==> config.mk <==
export PLATFORM = sky130hd
export DESIGN_NAME = action_sequencer
export DESIGN_NICKNAME = d
export VERILOG_FILES = /design/src/rtl/action_sequencer.sv
export SDC_FILE = /design/constraint.sdc
export NUM_CORES = 1
export LEC_CHECK = 0
export ABC_CLOCK_PERIOD_IN_PS = 3300
export CORE_AREA = 2 2 85 71
export CTS_CLUSTER_DIAMETER = 30
export DETAILED_ROUTE_END_ITERATION = 16
export DIE_AREA = 0 0 87 73
export PLACE_DENSITY = 0.68
export SLEW_MARGIN = 20
export SYNTH_ARGS = -nofsm -noshare
export SYNTH_HDL_FRONTEND = slang
export SYNTH_SLANG_ARGS = --single-unit
==> constraint.sdc <==
create_clock -name clk -period 3.3 [get_ports clk]
set_input_delay 0.66 -clock clk [delete_from_list [all_inputs] [get_ports clk]]
set_output_delay 0.66 -clock clk [all_outputs]
set_load 0.05 [all_outputs]
==> src/rtl/action_sequencer.sv <==
// Turn-based action front end: synchronizes raw player buttons, latches one action per
// player per collection window, then issues both under a timed enable pulse.
module action_sequencer #(
  parameter int unsigned WINDOW_CYCLES = 16,
  parameter int unsigned PULSE_CYCLES  = 2,
  parameter int unsigned GAP_CYCLES    = 2
) (
  input  logic       clk,
  input  logic       resetGame,
  input  logic [3:0] btn1,
  input  logic [3:0] btn2,
  input  logic       gameOver,
  output logic [2:0] action1,
  output logic [2:0] action2,
  output logic       actionEnable,
  output logic       committed1,
  output logic       committed2,
  output logic [7:0] turnCount
);

  localparam int unsigned MAX_WP  = (WINDOW_CYCLES > PULSE_CYCLES) ? WINDOW_CYCLES : PULSE_CYCLES;
  localparam int unsigned MAX_CYC = (MAX_WP > GAP_CYCLES) ? MAX_WP : GAP_CYCLES;
  localparam int unsigned CNT_W   = $clog2(MAX_CYC + 1);

  localparam logic [CNT_W-1:0] WIN_LAST   = CNT_W'(WINDOW_CYCLES - 1);
  localparam logic [CNT_W-1:0] PULSE_LAST = CNT_W'(PULSE_CYCLES - 1);
  localparam logic [CNT_W-1:0] GAP_LAST   = CNT_W'(GAP_CYCLES - 1);

  localparam logic [1:0] S_COLLECT = 2'd0;
  localparam logic [1:0] S_ISSUE   = 2'd1;
  localparam logic [1:0] S_GAP     = 2'd2;
  localparam logic [1:0] S_FROZEN  = 2'd3;

  localparam logic [2:0] ACT_IDLE   = 3'b000;
  localparam logic [2:0] ACT_LEFT   = 3'b001;
  localparam logic [2:0] ACT_RIGHT  = 3'b010;
  localparam logic [2:0] ACT_ATTACK = 3'b011;
  localparam logic [2:0] ACT_DEFEND = 3'b100;

  // Priority decode of one player's edge events: {valid, code}.
  function automatic logic [3:0] decode(input logic [3:0] ev);
    logic [3:0] r;
    r = {1'b0, ACT_IDLE};
    if (ev[2]) begin
      r = {1'b1, ACT_ATTACK};
    end else if (ev[3]) begin
      r = {1'b1, ACT_DEFEND};
    end else if (ev[0] && ev[1]) begin
      r = {1'b0, ACT_IDLE};
    end else if (ev[0]) begin
      r = {1'b1, ACT_LEFT};
    end else if (ev[1]) begin
      r = {1'b1, ACT_RIGHT};
    end
    return r;
  endfunction

  logic [3:0] b1_s1_q, b1_s2_q, b1_prev_q;
  logic [3:0] b2_s1_q, b2_s2_q, b2_prev_q;

  logic [1:0]       state_q, state_d;
  logic [CNT_W-1:0] cnt_q, cnt_d;
  logic [2:0]       code1_q, code1_d, code2_q, code2_d;
  logic             com1_q, com1_d, com2_q, com2_d;
  logic [2:0]       act1_q, act1_d, act2_q, act2_d;
  logic             en_q, en_d;
  logic [7:0]       turn_q, turn_d;

  logic [3:0] ev1_c, ev2_c;
  logic [3:0] dec1_c, dec2_c;
  logic       take1_c, take2_c;
  logic       com1_now_c, com2_now_c;
  logic [2:0] code1_now_c, code2_now_c;

  // Two-flop synchronizers plus edge history; these run in every state.
  always_ff @(posedge clk or negedge resetGame) begin
    if (!resetGame) begin
      b1_s1_q   <= '0;
      b1_s2_q   <= '0;
      b1_prev_q <= '0;
      b2_s1_q   <= '0;
      b2_s2_q   <= '0;
      b2_prev_q <= '0;
    end else begin
      b1_s1_q   <= btn1;
      b1_s2_q   <= b1_s1_q;
      b1_prev_q <= b1_s2_q;
      b2_s1_q   <= btn2;
      b2_s2_q   <= b2_s1_q;
      b2_prev_q <= b2_s2_q;
    end
  end

  assign ev1_c  = b1_s2_q & ~b1_prev_q;
  assign ev2_c  = b2_s2_q & ~b2_prev_q;
  assign dec1_c = decode(ev1_c);
  assign dec2_c = decode(ev2_c);

  // A commit is only taken in COLLECT by a player that has not yet committed.
  assign take1_c     = (state_q == S_COLLECT) && !com1_q && dec1_c[3];
  assign take2_c     = (state_q == S_COLLECT) && !com2_q && dec2_c[3];
  assign com1_now_c  = com1_q | take1_c;
  assign com2_now_c  = com2_q | take2_c;
  assign code1_now_c = take1_c ? dec1_c[2:0] : code1_q;
  assign code2_now_c = take2_c ? dec2_c[2:0] : code2_q;

  always_ff @(posedge clk or negedge resetGame) begin
    if (!resetGame) begin
      state_q <= S_COLLECT;
      cnt_q   <= '0;
      code1_q <= ACT_IDLE;
      code2_q <= ACT_IDLE;
      com1_q  <= 1'b0;
      com2_q  <= 1'b0;
      act1_q  <= ACT_IDLE;
      act2_q  <= ACT_IDLE;
      en_q    <= 1'b0;
      turn_q  <= '0;
    end else begin
      state_q <= state_d;
      cnt_q   <= cnt_d;
      code1_q <= code1_d;
      code2_q <= code2_d;
      com1_q  <= com1_d;
      com2_q  <= com2_d;
      act1_q  <= act1_d;
      act2_q  <= act2_d;
      en_q    <= en_d;
      turn_q  <= turn_d;
    end
  end

  always_comb begin
    state_d = state_q;
    cnt_d   = cnt_q;
    code1_d = code1_q;
    code2_d = code2_q;
    com1_d  = com1_q;
    com2_d  = com2_q;
    act1_d  = act1_q;
    act2_d  = act2_q;
    en_d    = en_q;
    turn_d  = turn_q;

    case (state_q)
      S_COLLECT: begin
        cnt_d   = cnt_q + CNT_W'(1);
        com1_d  = com1_now_c;
        com2_d  = com2_now_c;
        code1_d = code1_now_c;
        code2_d = code2_now_c;
        if ((com1_now_c && com2_now_c) || (cnt_q == WIN_LAST)) begin
          state_d = S_ISSUE;
          cnt_d   = '0;
          act1_d  = code1_now_c;
          act2_d  = code2_now_c;
          en_d    = 1'b1;
          if (turn_q != 8'hFF) begin
            turn_d = turn_q + 8'd1;
          end
        end
      end
      S_ISSUE: begin
        cnt_d = cnt_q + CNT_W'(1);
        if (cnt_q == PULSE_LAST) begin
          state_d = S_GAP;
          cnt_d   = '0;
          en_d    = 1'b0;
        end
      end
      S_GAP: begin
        cnt_d = cnt_q + CNT_W'(1);
        if (cnt_q == GAP_LAST) begin
          state_d = S_COLLECT;
          cnt_d   = '0;
          com1_d  = 1'b0;
          com2_d  = 1'b0;
          code1_d = ACT_IDLE;
          code2_d = ACT_IDLE;
        end
      end
      S_FROZEN: begin
        state_d = S_COLLECT;
        cnt_d   = '0;
      end
      default: begin
        state_d = S_COLLECT;
        cnt_d   = '0;
      end
    endcase

    // Freeze overrides every state and truncates any pulse in progress.
    if (gameOver) begin
      state_d = S_FROZEN;
      cnt_d   = '0;
      code1_d = ACT_IDLE;
      code2_d = ACT_IDLE;
      com1_d  = 1'b0;
      com2_d  = 1'b0;
      act1_d  = ACT_IDLE;
      act2_d  = ACT_IDLE;
      en_d    = 1'b0;
    end
  end

  assign action1      = act1_q;
  assign action2      = act2_q;
  assign actionEnable = en_q;
  assign committed1   = com1_q;
  assign committed2   = com2_q;
  assign turnCount    = turn_q;

endmodule

After elaboration in Yosys (flattened, before gate mapping)
Cells that the tools add are included.

Logic and storage cells: 94. Input bits: 11. Bits in registers: 54.

$add $sub $neg: 2. Equal/unequal tests: 9. Reductions and logical operators: 21. Mux-type cells: 40. Bitwise logic cells: 6.

Operators by type and width (count): 2-to-1 mux 4 bit (10); 2-to-1 mux 3 bit (11); 2-to-1 mux 5 bit (3); case mux 5 bit (3 select lines) (1); case mux 3 bit (2 select lines) (2); AND reduction 3 bit (3); adder 8 x 1 -> 8 bit (second input constant) (1); bitwise AND 4 bit (2); 2-to-1 mux 2 bit (4); != test 8 bit (second input constant) (1); inverter 4 bit (2); case mux 2 bit (4 select lines) (1); logical AND 1 bit (7); != test 3 bit (second input constant) (2); case mux 1 bit (2 select lines) (3); nonzero test 3 bit (2); adder 5 x 1 -> 5 bit (second input constant) (1); equality test 5 x 1 -> 1 bit (second input constant) (1); equality test 5 x 4 -> 1 bit (second input constant) (1); 2-to-1 mux 1 bit (5); equality test 2 bit (second input constant) (2); AND reduction 2 bit (2); nonzero test 2 bit (2); != test 3 x 2 -> 1 bit (second input constant) (1); 6 further kinds (8).

Logic depth before layout (Yosys ltp)
Depth in word-level cells: 14. Gate-level depth with buffers: 9.

Worst setup path before layout
Ideal clock, no wire load.

Kind: flip-flop to flip-flop. Start point: reg b1_prev_q[0]. End point: reg en_q (netlist: actionEnable). Slack: 1.002 ns. Data required time: 3.176 ns. Arrival: 2.174 ns. Cell stages (with the launch flop): 8. Clock period less this slack: 2.298 ns. Cells stage by stage: dfrtp_1 > nand2b_1 > ha_1 > inv_2 > or4_4 > a2111oi_4 > nor4_1 > a211o_1.

Cells in the longest elaborated chain, start to end: 12. Elaborated cells on any way between the ends: 13. Those cells by class: 1 x eq/ne; 4 x mux; 3 x bitwise; 5 x reduce/logical.

Ends and longest elaborated chain: from (decl) (line 58) `logic [3:0] b1_s1_q, b1_s2_q, b1_prev_q;`; from (signal assigned) (line 87) `b1_prev_q <= b1_s2_q;`; inverter 4 bit * (line 94) `assign ev1_c = b1_s2_q & ~b1_prev_q;`; bitwise AND 4 bit * (line 94); 2-to-1 mux 4 bit / logical AND 1 bit (equally long branches) (line 50, 48); 2-to-1 mux 4 bit * (line 48) `end else if (ev[0] && ev[1]) begin`; 2-to-1 mux 4 bit * (line 46) `end else if (ev[3]) begin`; 2-to-1 mux 4 bit * (line 44) `if (ev[2]) begin`; logical AND 1 bit * (line 100) `assign take1_c = (state_q == S_COLLECT) && !com1_q && dec1_c[3];`; bitwise OR 1 bit * (line 102) `assign com1_now_c = com1_q | take1_c;`; logical AND 1 bit * (line 152) `if ((com1_now_c && com2_now_c) || (cnt_q == WIN_LAST)) begin`; logical OR 1 bit * (line 152); != test 3 x 2 -> 1 bit (no line) *; AND reduction 3 bit (no line) *; to (signal assigned) (line 128) `en_q <= en_d;`; to (decl) (line 66) `logic en_q, en_d;`.

Every way passes the cells marked *; elsewhere a longest branch is shown, timed or not. A chain may end at the register's enable or synchronous reset.

Worst setup path after layout
Start point: reg b1_prev_q[0]. End point: reg turn_q[1] (netlist: turnCount[1]).

Cells in the longest elaborated chain, start to end: 11. Elaborated cells on any way between the ends: 12. Those cells by class: 4 x mux; 3 x bitwise; 5 x reduce/logical.

Ends and longest elaborated chain: inverter 4 bit * (line 94); bitwise AND 4 bit * (line 94); 2-to-1 mux 4 bit / logical AND 1 bit (equally long branches) (line 50, 48); 2-to-1 mux 4 bit * (line 48); 2-to-1 mux 4 bit * (line 46); 2-to-1 mux 4 bit * (line 44); logical AND 1 bit * (line 100); bitwise OR 1 bit * (line 102); logical AND 1 bit * (line 152); logical OR 1 bit * (line 152); AND reduction 3 bit (no line) *; to (signal assigned) (line 129) `turn_q <= turn_d;`; to (decl) (line 67) `logic [7:0] turn_q, turn_d;`.

Marks and branches as above.

==> flow_metrics.env <==
export IMPL_outcome="complete, no violations"
export IMPL_synth_distinct_cells=42
export IMPL_dp_cells=301
export IMPL_swShare=0.364
export IMPL_die_x_um=87
export IMPL_cp_required_ns=3.50
export IMPL_port_buffers=27
export IMPL_cts_resized=0
export IMPL_cap_violations=0
export IMPL_finalSetupTns_ns=0
export IMPL_cts_htree_levels=2
export IMPL_via_per_inst=5.39
export IMPL_synth_nets=233
export IMPL_startpoint_type="register"
export IMPL_cts_tree="built"
export IMPL_fin_hold_ws_ns=0.340
export IMPL_finalHoldViolCount=0
export IMPL_drtIter0Drc=104
export IMPL_drive_gt1_frac=0.0826
export IMPL_finalMaxSlewViolations=0
export IMPL_fin_area_mm2=0.00284
export IMPL_synth_top_area_share=0.568
export IMPL_grt_pass1_wl_mm=7.56
export IMPL_hp_class="primary input to asynchronous set/reset pin"
export IMPL_initial_core_util=0.425
export IMPL_grt_max_degree=29
export IMPL_final_common_cell="dfrtp_1"
export IMPL_ys_warnings_count=0
export IMPL_drc=0
export IMPL_fin_cells=309
export IMPL_slew_limit_headroom=0.610
export IMPL_avgSynthCellArea_um2=11.3
export IMPL_grt_pass1_vias=1623
export IMPL_clk_pin_slew_ns=0.10
export IMPL_cp_end_kind="register"
export IMPL_seq_area_frac_synth=0.568
export IMPL_grt_remaining_overflow=0
export IMPL_clk_path_buf_depth=2
export IMPL_cts_hold_buffers=0
export IMPL_synth_seq_cells=54
export IMPL_final_setup_skew_ns=0.00460
export IMPL_fp_dieH_um=73
export IMPL_path_class="register to register"
export IMPL_root_buffer="clkbuf_8"
export IMPL_crit_fanout=6
export IMPL_final_nets=264
export IMPL_cts_sinks=54
export IMPL_dpl_instance_area_mm2=0.00273
export IMPL_rsz0062_at_grt="no"
export IMPL_clk_latency_ns=0.31
export IMPL_p_clk_frac=0.237
export IMPL_p_sw_uw=681
export IMPL_tightest_slew_ns=0.584
export IMPL_wirelength_mm=4.33
export IMPL_first_pass_iters=4
export IMPL_finalCriticalPeriod_ns=2.46
export IMPL_diodes=0
export IMPL_internal_power_uw=1190
export IMPL_ys_top_cells_by_area="dfrtp_1 57%, ha_1 6.3%, nor2_1 3.6%, nand2b_1 3.2%, nand3_1 2.5%"
export IMPL_antenna_found_initial=0
export IMPL_combPwrFrac=0.328
export IMPL_setup_viol=0
export IMPL_async_reset_ff_frac=1.00
export IMPL_synth_edf_count=0
export IMPL_synth_top_cell_by_area="dfrtp_1"
export IMPL_fp_row_count=25
export IMPL_place_gp_congestion=0.796
export IMPL_area_growth_pct=19.2
export IMPL_leakagePower_uw=0.00126
export IMPL_min_period_over_period=0.746
export IMPL_ios=28
export IMPL_nFillCells=514
export IMPL_dp_hpwl_mm=3.17
export IMPL_post_cts_setup_buffers=0
export IMPL_irDropWorstVdd_mv=0.271
export IMPL_layout_common_cells="54 x dfrtp_1, 26 x clkdlybuf4s50_1, 23 x nor2_1"
export IMPL_cts_buffers=5
export IMPL_seqPwrFrac=0.435
export IMPL_vias=1667
export IMPL_syn_instance_count=210
export IMPL_ant_nets=0
export IMPL_fmax_mhz=406
export IMPL_crit_arrival_ns=2.66
export IMPL_ys_flop_type="dfrtp_1"
export IMPL_netlist_area_mm2=0.00238
export IMPL_core_area_mm2=0.00560
export IMPL_wl_per_cell_um=14.0
export IMPL_grt_usage=0.156
export IMPL_dieArea_mm2=0.00635
export IMPL_power_density_mw_per_mm2=660
export IMPL_final_util=0.507
==> cell usage after synthesis (all sizes together), types with 2 or more instances <==
| cell type | n |
|---|---|
| a211o | 2 |
| a211oi | 5 |
| a21oi | 5 |
| a22oi | 6 |
| a31o | 2 |
| a32o | 2 |
| and3 | 2 |
| clkbuf | 4 |
| dfrtp | 54 |
| ha | 12 |
| inv | 12 |
| mux2 | 2 |
| mux2i | 3 |
| nand2 | 7 |
| nand2b | 12 |
| nand3 | 12 |
| nor2 | 23 |
| nor2b | 9 |
| nor4b | 2 |
| o21ai | 10 |
| xnor2 | 2 |
| xor2 | 4 |
==> sequential cells by signal (all words and copies together), names as in the netlist <==
name          cells
code1_q           3
turnCount         8
cnt_q             5
state_q           2
b1_s1_q           4
committed2        1
b1_s2_q           4
action1           3
b2_prev_q         4
actionEnable      1
b2_s2_q           4
code2_q           3
action2           3
b1_prev_q         4
committed1        1
b2_s1_q           4
==> through the flow <==
step,setup slack [ns],total power (µW)
after global placement,0.888,1430
after global routing,0.689,2000
after floorplan,1.00,1250
final,0.839,1870
after CTS,0.837,1890
after detailed placement,0.846,1450
==> worst paths after layout <==
| check | start | end | slack (ns) | cells after the start |
|---|---|---|---|---|
| max | b1_prev_q[0] | turnCount[1] | 0.84 | 6 |
| min | resetGame | turnCount[3] | 0.34 | 1 |
| max reg2reg | b1_prev_q[0] | turnCount[1] | 0.84 | 6 |
| min reg2reg | b2_s1_q[2] | b2_s2_q[2] | 0.35 | 0 |
| max in group asynchronous | resetGame | code1_q[1] | 2.17 | 2 |
| min in group clk | b2_s1_q[2] | b2_s2_q[2] | 0.35 | 0 |
==> kinds of logic (layout without fill, tap and decap cells) <==
kind of cell | count (synthesis) | after routing | share of synthesized area
AND/OR/NAND/NOR | 75 | 75 | 0.170
flip-flops | 54 | 54 | 0.568
AO/OA/AOI/OAI | 41 | 41 | 0.128
buffers and inverters | 17 | 49 | 0.0273
adder cells (fa/ha/maj) | 12 | 12 | 0.0631
XOR/XNOR | 6 | 6 | 0.0221
multiplexers | 5 | 5 | 0.0221
==> critical path, stage by stage (launching register included) <==
cell and delay, ns:
dfrtp_1 0.37, nand2b_1 0.15, ha_1 0.32, inv_2 0.06
or4_4 0.57, o211ai_1 0.48, mux2_2 0.39
==> layer usage <==
| metal | track usage | share of wire |
|---|---|---|
| met5 | 0 | 0 |
| met1 | 0.198 | 0.47 |
| met4 | 0.0521 | 0.013 |
| met3 | 0.0373 | 0.052 |
| met2 | 0.264 | 0.47 |
==> area by class of cell <==
cell class	instances	area [µm²]	area share
clock buffer	5	68.8	0.0243
clock inverter	3	43.8	0.0154
inverter	12	45.0	0.0159
multi-input combinational	139	965	0.340
sequential	54	1350	0.476
tap	67	83.8	0.0295
timing repair buffer	29	280	0.0988
==> power by group through the flow <==
stage / Combinational [µW] / Clock, µW / Sequential (µW)
3_5_place_dp: 616 / 0 / 829
5_1_grt: 679 / 486 / 830
4_1_cts: 618 / 455 / 816
3_3_place_gp: 606 / 0 / 824
6_report: 614 / 443 / 815
2_1_floorplan: 299 / 0 / 950
Note: power is estimated with default switching activity, not from simulation.
